[src/rtl/mul_sequencer.sv]
`default_nettype none
// ============================================================================
//  Module   : mul_sequencer
//  Purpose  : Iterative shift-and-add multiplier sequencer for a pipelined
//             CPU. While a MUL is in flight it stalls the IF/ID/EXE pipeline
//             registers. It then pulses done with the low WIDTH bits of
//             op_a*op_b.
//  Revision : 1.0 - initial release
// ----------------------------------------------------------------------------
//  Parameters
//    WIDTH  - operand and result width in bits (default 32)
//  Ports
//    clk    in   sole clock, rising edge
//    rst    in   asynchronous active-high reset
//    start  in   is_mul from EXE decode, request to multiply
//    flush  in   branch flush, abandons any operation (priority over start)
//    op_a   in   multiplicand (Rm)
//    op_b   in   multiplier (Rs)
//    stall  out  freeze IF/ID/EXE registers (combinational)
//    busy   out  high while iterating (RUN)
//    done   out  one-cycle pulse, result valid
//    result out  low WIDTH bits of the product, held until next done/reset
//  Configuration
//    MUL_EARLY_TERM_EN - when defined, iteration stops as soon as the
//    remaining multiplier bits are all zero. A zero multiplier completes
//    straight from IDLE.
// ============================================================================
module mul_sequencer #(
  parameter int WIDTH = 32
) (
  input  logic             clk,
  input  logic             rst,
  input  logic             start,
  input  logic             flush,
  input  logic [WIDTH-1:0] op_a,
  input  logic [WIDTH-1:0] op_b,
  output logic             stall,
  output logic             busy,
  output logic             done,
  output logic [WIDTH-1:0] result
);

  localparam int CW = (WIDTH > 1) ? $clog2(WIDTH) : 1;

  typedef enum logic [1:0] {
    IDLE = 2'd0,
    RUN  = 2'd1,
    DONE = 2'd2
  } state_t;

  state_t           state;
  logic [WIDTH-1:0] acc;
  logic [WIDTH-1:0] mcand;
  logic [WIDTH-1:0] mplier;
  logic [CW-1:0]    count;
  // Set for the cycle right after DONE. The MUL that just completed may still
  // hold start high there, and it must not launch a second multiply.
  logic             just_done;

  logic             accept;
  logic [WIDTH-1:0] acc_next;
  logic [WIDTH-1:0] mplier_next;
  logic             last_iter;

  assign accept      = (state == IDLE) && start && !flush && !just_done;
  assign acc_next    = mplier[0] ? (acc + mcand) : acc;
  assign mplier_next = mplier >> 1;

`ifdef MUL_EARLY_TERM_EN
  assign last_iter = (count == CW'(WIDTH - 1)) || (mplier_next == '0);
`else
  assign last_iter = (count == CW'(WIDTH - 1));
`endif

  // The stall output is gated by rst so it drops immediately on reset even if
  // start is still high.
  assign stall = !rst && (accept || (state == RUN));
  assign busy  = (state == RUN);
  assign done  = (state == DONE);

  always_ff @(posedge clk or posedge rst) begin
    if (rst) begin
      state     <= IDLE;
      acc       <= '0;
      mcand     <= '0;
      mplier    <= '0;
      count     <= '0;
      result    <= '0;
      just_done <= 1'b0;
    end else begin
      just_done <= (state == DONE);
      if (flush) begin
        state <= IDLE;
      end else begin
        case (state)
          IDLE: begin
            if (accept) begin
              mcand  <= op_a;
              mplier <= op_b;
              acc    <= '0;
              count  <= '0;
`ifdef MUL_EARLY_TERM_EN
              if (op_b == '0) begin
                result <= '0;
                state  <= DONE;
              end else begin
                state  <= RUN;
              end
`else
              state  <= RUN;
`endif
            end
          end
          RUN: begin
            acc    <= acc_next;
            mcand  <= mcand << 1;
            mplier <= mplier_next;
            count  <= count + CW'(1);
            if (last_iter) begin
              // Capture the final sum now so result is valid throughout DONE.
              result <= acc_next;
              state  <= DONE;
            end
          end
          DONE: begin
            state <= IDLE;
          end
          default: begin
            state <= IDLE;
          end
        endcase
      end
    end
  end

endmodule
`default_nettype wire

[config.mk]
export PLATFORM = sky130hd
export DESIGN_NAME = mul_sequencer
export DESIGN_NICKNAME = d
export VERILOG_FILES = /design/src/rtl/mul_sequencer.sv
export SDC_FILE = /design/constraint.sdc
export NUM_CORES = 1
export LEC_CHECK = 0
export BUFFER_PORTS_ARGS = -buffer_cell sky130_fd_sc_hd__buf_2
export CORE_UTILIZATION = 58
export DETAILED_ROUTE_END_ITERATION = 8
export PLACE_DENSITY = 0.9
export SYNTH_ARGS = -nofsm -noshare
export SYNTH_HDL_FRONTEND = slang
export SYNTH_SLANG_ARGS = --single-unit
export TNS_END_PERCENT = 10
[constraint.sdc]
create_clock -name clk -period 5.9 [get_ports clk]
set_input_delay 1.18 -clock clk [delete_from_list [all_inputs] [get_ports clk]]
set_output_delay 1.18 -clock clk [all_outputs]
set_load 0.01 [all_outputs]
==> results of run 1 <==
## metal layers
layer / track usage (%) / wire, µm
met4: 13.0 / 453
met1: 35.8 / 7870
met5: 0 / 0
met2: 45.4 / 8410
met3: 5.96 / 844
## cell usage in the layout (no fill, tap or decap), drive strengths merged, types with 2 or more instances in the layout
cell / count
a211o: 4
a22o: 22
and3: 9
nor3: 10
nand3: 11
inv: 17
dfrtp: 136
a31oi: 6
o21a: 4
ha: 33
buf: 107
o2111ai: 2
clkbuf: 20
clkinvlp: 5
a21boi: 2
a31o: 2
a21oi: 45
nand4: 3
xnor2: 20
nand2: 129
o41ai: 2
a32o: 2
mux2i: 81
nor2: 32
a21o: 16
a311oi: 2
a221oi: 2
xor2: 8
a211oi: 4
or3: 5
o21ai: 115
nor2b: 4
o21bai: 2
## power breakdown
| part | internal, mW | leakage (nW) | switching [mW] |
|---|---|---|---|
| Sequential | 1.04 | 1.79 | 0.0949 |
| Clock | 0.616 | 0.269 | 0.434 |
| Combinational | 0.264 | 2.39 | 0.383 |
| Total | 1.92 | 4.45 | 0.912 |
## state kept, by name, indices dropped and copies added (netlist names)
| signal | count |
|---|---|
| just_done | 1 |
| count | 5 |
| mplier | 32 |
| result | 32 |
| acc | 32 |
| state | 2 |
| mcand | 32 |
## final timing paths
kind                            startpoint          to  slack (ns)  depth (start not counted)
worst max register to register    state[0]  result[28]        2.39                          8
max in group asynchronous              rst   mcand[22]        3.85                          3
min in group asynchronous              rst   mplier[5]        0.87                          2
worst max-delay path              state[0]        busy        2.35                          4
worst min-delay path            result[14]  result[14]        0.48                          2
worst min register to register  result[14]  result[14]        0.48                          2
## worst max-delay path: stages (launching register included)
cell      delay [ns]
dfrtp_1         0.46
nand2b_2        0.11
buf_4           0.65
inv_2           0.43
buf_2           0.26
## kinds of logic (layout without fill, tap and decap cells)
family	Yosys count	after routing	synth area share, %
xor+xnor	28	28	3.26
simple gates	210	210	11.9
buf+inv	58	151	2.91
mux	81	81	10.8
fa+ha+maj	34	34	5.76
flops	136	136	45.3
compound gates	238	238	20.2
## layout make-up
type	count	area [µm²]	share of cell area [%]
multi-input combinational	591	3910	44.9
sequential	136	3400	39.1
timing repair buffer	107	548	6.29
clock buffer	20	467	5.36
tap	172	215	2.47
clock inverter	11	111	1.28
inverter	13	53.8	0.618
==> flow_metrics.tcl, run 1 <==
set metrics [dict create \
    skew_ns 0.00816 \
    drt_iter0_drc 353 \
    critPathCaptureType "primary output" \
    outcome "finished clean" \
    tightest_slew_ns 1.13 \
    dpl-instance-area_um2 8130 \
    syn_area_per_cell_um2 9.58 \
    antenna_found_initial 0 \
    fp-row-count 41 \
    fp.dieH_um 116 \
    vias 6139 \
    synth_top_cell_area_share_pct 45.3 \
    cts_sinks 136 \
    synth.distinct_cells 58 \
    slew_violations 0 \
    die_x_um 116 \
    maxCapViolCount 0 \
    antenna_cells 0 \
    h-tree-depth 4 \
    relSlewSlack_pct 24.5 \
    grt_max_degree 103 \
    synthArstFlopShare_pct 100 \
    cts-root-buf "clkbuf_16" \
    p_leak_nw 4.45 \
    insertion_delay_ns 0.44 \
    finalNetCount 968 \
    drive_above_1_share_pct 17.9 \
    final_area_um2 8710 \
    yosysMostFrequentCell "dfrtp_1" \
    max-vdd-ir-drop_mv 0.222 \
    crit_path_start_kind "register" \
    hpwl_um 11500 \
    ys_seq_area_share_pct 45.3 \
    p_per_area_nw_per_um2 325 \
    rsz0062_at_grt "false" \
    synth-edff-count 0 \
    cp_max_fo 50 \
    core_um2 12600 \
    holdWs_ns 0.479 \
    synthToLayoutAreaGrowth_pct 15.9 \
    post-cts-setup-buffers 0 \
    wl_per_cell_um 16.7 \
    max_freq_mhz 282 \
    placed_cells 1019 \
    drt-total-wl_um 17600 \
    required_ns 4.72 \
    hold_buffers 0 \
    worstPathArrival_ns 2.37 \
    clk_path_buf_depth 2 \
    post-route-drc-count 0 \
    synth_top_flop_cell "dfrtp_1" \
    ios 103 \
    fin_crit_sh_pct 60.1 \
    grt_overflow 0 \
    initial_core_util_pct 59.6 \
    dr.pass1.iters 5 \
    vias_per_cell 5.85 \
    layout_setup_ws_ns 2.35 \
    clk_pin_slew_ns 0.06 \
    postCtsResizedCells 0 \
    ys_ff_latch 136 \
    dieArea_um2 13400 \
    yosysTopAreaCell "dfrtp_1" \
    n_fill_cell 984 \
    grt_pass1_vias 5951 \
    ant_nets 0 \
    fin_setup_tns_ns 0 \
    grt_pass1_wl_um 28700 \
    finalHoldViolations 0 \
    grt_usage_pct 27.9 \
    final_cells 1050 \
    gp_congestion 0.938 \
    power_mw 2.83 \
    syn_area_um2 7520 \
    finalSetupViolCount 0 \
    hp-class "reg2reg" \
    post-route-util_pct 69.0 \
    cts_tree "done" \
    ys_top_cells_by_area "dfrtp_1, mux2i_1, o21ai_0, nand2_1, ha_1" \
    min_period_ns 3.55 \
    crit_type "reg2out" \
    syn_inst 785 \
    io_buffers 102 \
    synth_warnings 0 \
    synth_common_cells "dfrtp_1, nand2_1, o21ai_0" \
    numCtsBuffers 17 \
    place_ws_ns 2.49 \
    syn_nets 887 \
]
(Power assumes the default switching activity.)
==> run 2: changes to the inputs <==
==> constraint.sdc (replaced) <==
create_clock -name clk -period 3.6 [get_ports clk]
set_input_delay 0.72 -clock clk [delete_from_list [all_inputs] [get_ports clk]]
set_output_delay 0.72 -clock clk [all_outputs]
set_load 0.01 [all_outputs]
==> run 2 against run 1 <==
Compared with the run above:
- sequential share of layout area shrank 0.34 points
- die area is the same
- register-to-register slack lost 1.9 ns
- cell count grew 0.76%
- clock power grew 69%
- utilization grew 0.61 points
- via count grew 1.0%
- clock skew shrank 0.00074 ns
- critical endpoint is now acc[30]
- non-clock buffer count grew 7
- sequential cell count is the same
- combinational power grew 67%
- count of clock-buffer cells in the layout is the same
==> flow_metrics.tcl, run 2 (same netlist as run 1, synthesis figures left out) <==
set metrics [dict create \
    hp-class "reg2reg" \
    place_ws_ns 0.481 \
    clk_pin_slew_ns 0.06 \
    n_fill_cell 950 \
    post-route-drc-count 0 \
    finalNetCount 975 \
    finalSetupViolCount 0 \
    antenna_cells 0 \
    relSlewSlack_pct 23.7 \
    cts_sinks 136 \
    vias 6202 \
    drt-total-wl_um 17400 \
    ant_nets 0 \
    grt_max_degree 137 \
    hpwl_um 11800 \
    cts-root-buf "clkbuf_16" \
    synthToLayoutAreaGrowth_pct 16.9 \
    crit_type "reg2reg" \
    dr.pass1.iters 6 \
    p_per_area_nw_per_um2 535 \
    hold_buffers 0 \
    layout_setup_ws_ns 0.445 \
    layout_commonest_cell "dfrtp_1" \
    grt_pass1_vias 6048 \
    initial_core_util_pct 59.6 \
    die_x_um 116 \
    skew_ns 0.00743 \
    gp_congestion 0.910 \
    fp.dieH_um 116 \
    drt_iter0_drc 406 \
    fin_setup_tns_ns 0 \
    required_ns 3.92 \
    post-cts-setup-buffers 0 \
    wl_per_cell_um 16.4 \
    tightest_slew_ns 1.15 \
    antenna_found_initial 0 \
    grt_overflow 0 \
    cp_max_fo 5 \
    worstSetupStartpoint "acc[0]" \
    p_leak_nw 4.50 \
    max_freq_mhz 317 \
    outcome "finished clean" \
    drive_above_1_share_pct 18.5 \
    insertion_delay_ns 0.43 \
    vias_per_cell 5.86 \
    post-route-util_pct 69.7 \
    maxCapViolCount 0 \
    hold_start "mplier[10]" \
    clk_path_buf_depth 2 \
    grt_usage_pct 27.7 \
    most-common-layout-cells "dfrtp_1, nand2_1, o21ai_0, buf_2, mux2i_1" \
    critPathCaptureType "register" \
    grt_pass1_wl_um 28600 \
    core_um2 12600 \
    postCtsResizedCells 0 \
    fin_crit_sh_pct 87.6 \
    finalHoldViolations 0 \
    dieArea_um2 13400 \
    fp-row-count 41 \
    r2r_start "acc[0]" \
    h-tree-depth 4 \
    min_period_ns 3.15 \
    rsz0062_at_grt "false" \
    numCtsBuffers 17 \
    io_buffers 102 \
    worstPathArrival_ns 3.47 \
    max-vdd-ir-drop_mv 0.341 \
    cts_tree "done" \
    ios 103 \
    crit_path_start_kind "register" \
    slew_violations 0 \
]
-- run 2: routing by layer --
metal  global-route usage, %  routed length, µm
met1                    35.5               7550
met2                    43.9               8180
met3                    7.06               1070
met4                    13.6                577
met5                       0                  0
-- run 2: path summary, 6_finish.rpt --
path                              endpoint  slack (ns)  cells after the start
worst max register to register     acc[30]        0.45                     11
max in group asynchronous        result[5]        2.20                      3
worst min register to register  mplier[10]        0.48                      2
min in group asynchronous        mplier[5]        0.51                      2
worst max-delay path               acc[30]        0.45                     11
worst min-delay path            mplier[10]        0.48                      2
-- run 2: critical path: stages (launching register included) --
cell	delay [ns]
dfrtp_1	0.40
ha_1	0.23
fa_1	0.42
a21o_1	0.20
a221oi_2	0.37
o21ai_4	0.14
a21oi_4	0.18
o21ai_2	0.09
a31o_1	0.23
nor3b_1	0.17
or3_1	0.35
a32o_1	0.26
-- run 2: power by group --
group	internal, mW	total, mW	switching, mW	leakage (nW)
clock network	1.08	1.77	0.691	0.290
logic	0.438	1.08	0.639	2.42
registers	1.71	1.86	0.150	1.79
-- run 2: cell type report --
class                      instances  area [µm²]  area share, %
tap                              172         215           2.45
timing repair buffer             114         601           6.83
clock inverter                    12         140           1.59
inverter                          13        52.6          0.598
clock buffer                      20         467           5.31
sequential                       136        3400           38.7
multi-input combinational        591        3910           44.5
-- run 2: stage by stage --
step                      area (µm²)  hold slack, ns  instances  power (mW)
final                           8790           0.477       1058        4.71
after global placement          8180           0.457       1026        2.88
after CTS                       8790           0.482       1058        4.71
after floorplan                 7520           0.449        785        2.66
after detailed placement        8180           0.469       1026        2.93
after global routing            8790           0.502       1058        4.93
==> run 3: changes to the inputs <==
--- a/config.mk
+++ b/config.mk
@@ -6,9 +6,9 @@
 export NUM_CORES = 1
 export LEC_CHECK = 0
 export BUFFER_PORTS_ARGS = -buffer_cell sky130_fd_sc_hd__buf_2
-export CORE_UTILIZATION = 58
+export CORE_UTILIZATION = 60
 export DETAILED_ROUTE_END_ITERATION = 8
-export PLACE_DENSITY = 0.9
+export PLACE_DENSITY = 0.93
 export SYNTH_ARGS = -nofsm -noshare
 export SYNTH_HDL_FRONTEND = slang
 export SYNTH_SLANG_ARGS = --single-unit
==> constraint.sdc (replaced) <==
create_clock -name clk -period 4 [get_ports clk]
set_input_delay 0.8 -clock clk [delete_from_list [all_inputs] [get_ports clk]]
set_output_delay 0.8 -clock clk [all_outputs]
set_load 0.01 [all_outputs]
==> run 3 against run 2 <==
Compared with the run above:
- sequential share of layout area down 0.066 points
- sequential cell count unchanged
- clock skew down 0.00072 ns
- cell count down 0.76%
- clock power down 3%
- largest cell class unchanged
- highest routed layer unchanged
==> flow_metrics.tcl, run 3 (same netlist as run 1, synthesis figures left out) <==
set metrics [dict create \
    outcome "finished clean" \
    critPathCaptureType "register" \
    min_period_ns 3.13 \
    clk_path_buf_depth 2 \
    clk_pin_slew_ns 0.06 \
    hpwl_um 11500 \
    post-route-drc-count 0 \
    ios 103 \
    max_freq_mhz 319 \
    die_x_um 114 \
    power_mw 4.36 \
    finalSetupViolCount 0 \
    antenna_found_initial 0 \
    hold_buffers 0 \
    worstPathArrival_ns 3.45 \
    grt_max_degree 137 \
    slowest_stage "dfrtp_1" \
    crit_chain "ha_1 -> fa_1 -> a21o_1 -> a221oi_2 -> o21ai_4 -> a21oi_4 -> o21ai_2 -> a31o_1 -> nor3b_1 -> or3_1 -> a32o_1" \
    vias 6265 \
    crit_path_start_kind "register" \
    drt-total-wl_um 17800 \
    hp-class "reg2reg" \
    insertion_delay_ns 0.43 \
    fin_crit_sh_pct 78.3 \
    ant_nets 0 \
    synthToLayoutAreaGrowth_pct 17.1 \
    finalNetCount 971 \
    wl_per_cell_um 16.9 \
    h-tree-depth 4 \
    numCtsBuffers 17 \
    holdWs_ns 0.476 \
    cp_num_buf_inv 0 \
    gp_congestion 0.898 \
    postCtsResizedCells 0 \
    max-vdd-ir-drop_mv 0.407 \
    most-common-layout-cells "dfrtp_1, nand2_1, o21ai_0, buf_2, mux2i_1" \
    required_ns 4.32 \
    post-cts-setup-buffers 0 \
    cts_sinks 136 \
    vias_per_cell 5.97 \
    dpl-instance-area_um2 8160 \
    cts_tree "done" \
    grt_overflow 0 \
    cp_max_fo 5 \
    io_buffers 102 \
    initial_core_util_pct 62.1 \
    fp-row-count 40 \
    finalHoldViolations 0 \
    grt_pass1_vias 6202 \
    p_per_area_nw_per_um2 496 \
    post-route-util_pct 72.7 \
    fin_setup_tns_ns 0 \
    final_area_um2 8800 \
    relSlewSlack_pct 23.2 \
    layout_commonest_cell "dfrtp_1" \
    grt_pass1_wl_um 30000 \
    rsz0062_at_grt "false" \
    maxCapViolCount 0 \
    cpPeakStageDelay_ns 0.41 \
    slew_violations 0 \
    grt_usage_pct 29.8 \
    skew_ns 0.00671 \
    fp.dieH_um 114 \
    p_leak_nw 4.51 \
    tightest_slew_ns 1.15 \
    critPathTopFamily "compound AO/OA/AOI/OAI gates" \
    dieArea_um2 13000 \
    core_um2 12100 \
    drt_iter0_drc 446 \
    antenna_cells 0 \
    dr.pass1.iters 5 \
    cts-root-buf "clkbuf_16" \
    crit_type "reg2reg" \
    drive_above_1_share_pct 18.0 \
]
-- run 3: changes by cell type in the layout (fill, tap and decap cells not counted) --
cell        change
buf_12          +1
buf_4           -5
bufinv_16       +2
clkbuf_1        +1
clkbuf_8        -1
clkinv_4        -2
clkinvlp_4      -2
inv_6           +1
inv_8           +1
-- run 3: path summary, 6_finish.rpt --
check                          start         to  slack, ns  cells past startpoint
setup / recovery              acc[0]    acc[30]       0.87                     11
hold / removal             result[6]  result[6]       0.48                      2
setup reg to reg              acc[0]    acc[30]       0.87                     11
hold reg to reg            result[6]  result[6]       0.48                      2
max in group asynchronous        rst  mcand[20]       2.55                      3
min in group asynchronous        rst  mplier[6]       0.49                      2
-- run 3: final cells by class --
class,instances,area (µm²)
multi-input cells,591,3910
fillers,861,3310
repair buffers,110,583
well taps,168,210
clock inverters,12,188
clock buffers,20,457
flip-flops and latches,136,3400
inverters,13,52.6
-- run 3: layer usage --
metal | track usage [%] | vias to the layer above | share of wire (%)
met5 | 0 | - | 0
met4 | 14.9 | 0 | 3.2
met3 | 7.17 | 46 | 6.0
met2 | 47.7 | 219 | 48
met1 | 38.0 | 3019 | 43
li1 | - | 2981 | -
-- run 3: worst register-to-register path, stage by stage (launching register included) --
cell	delay, ns
dfrtp_1	0.41
ha_1	0.24
fa_1	0.40
a21o_1	0.19
a221oi_2	0.36
o21ai_4	0.14
a21oi_4	0.19
o21ai_2	0.09
a31o_1	0.22
nor3b_1	0.16
or3_1	0.35
a32o_1	0.26
-- run 3: where the power goes --
group          internal [mW]  switching [mW]  total (mW)  leakage, nW
logic                  0.393           0.582       0.976         2.41
clock network           1.09           0.632        1.72        0.314
registers               1.54           0.134        1.67         1.79
-- run 3: stage by stage --
step,worst slack (ns),instances
after floorplan,1.09,785
after global placement,0.981,1018
after detailed placement,0.914,1018
after CTS,0.879,1050
after global routing,0.692,1050
final,0.868,1050
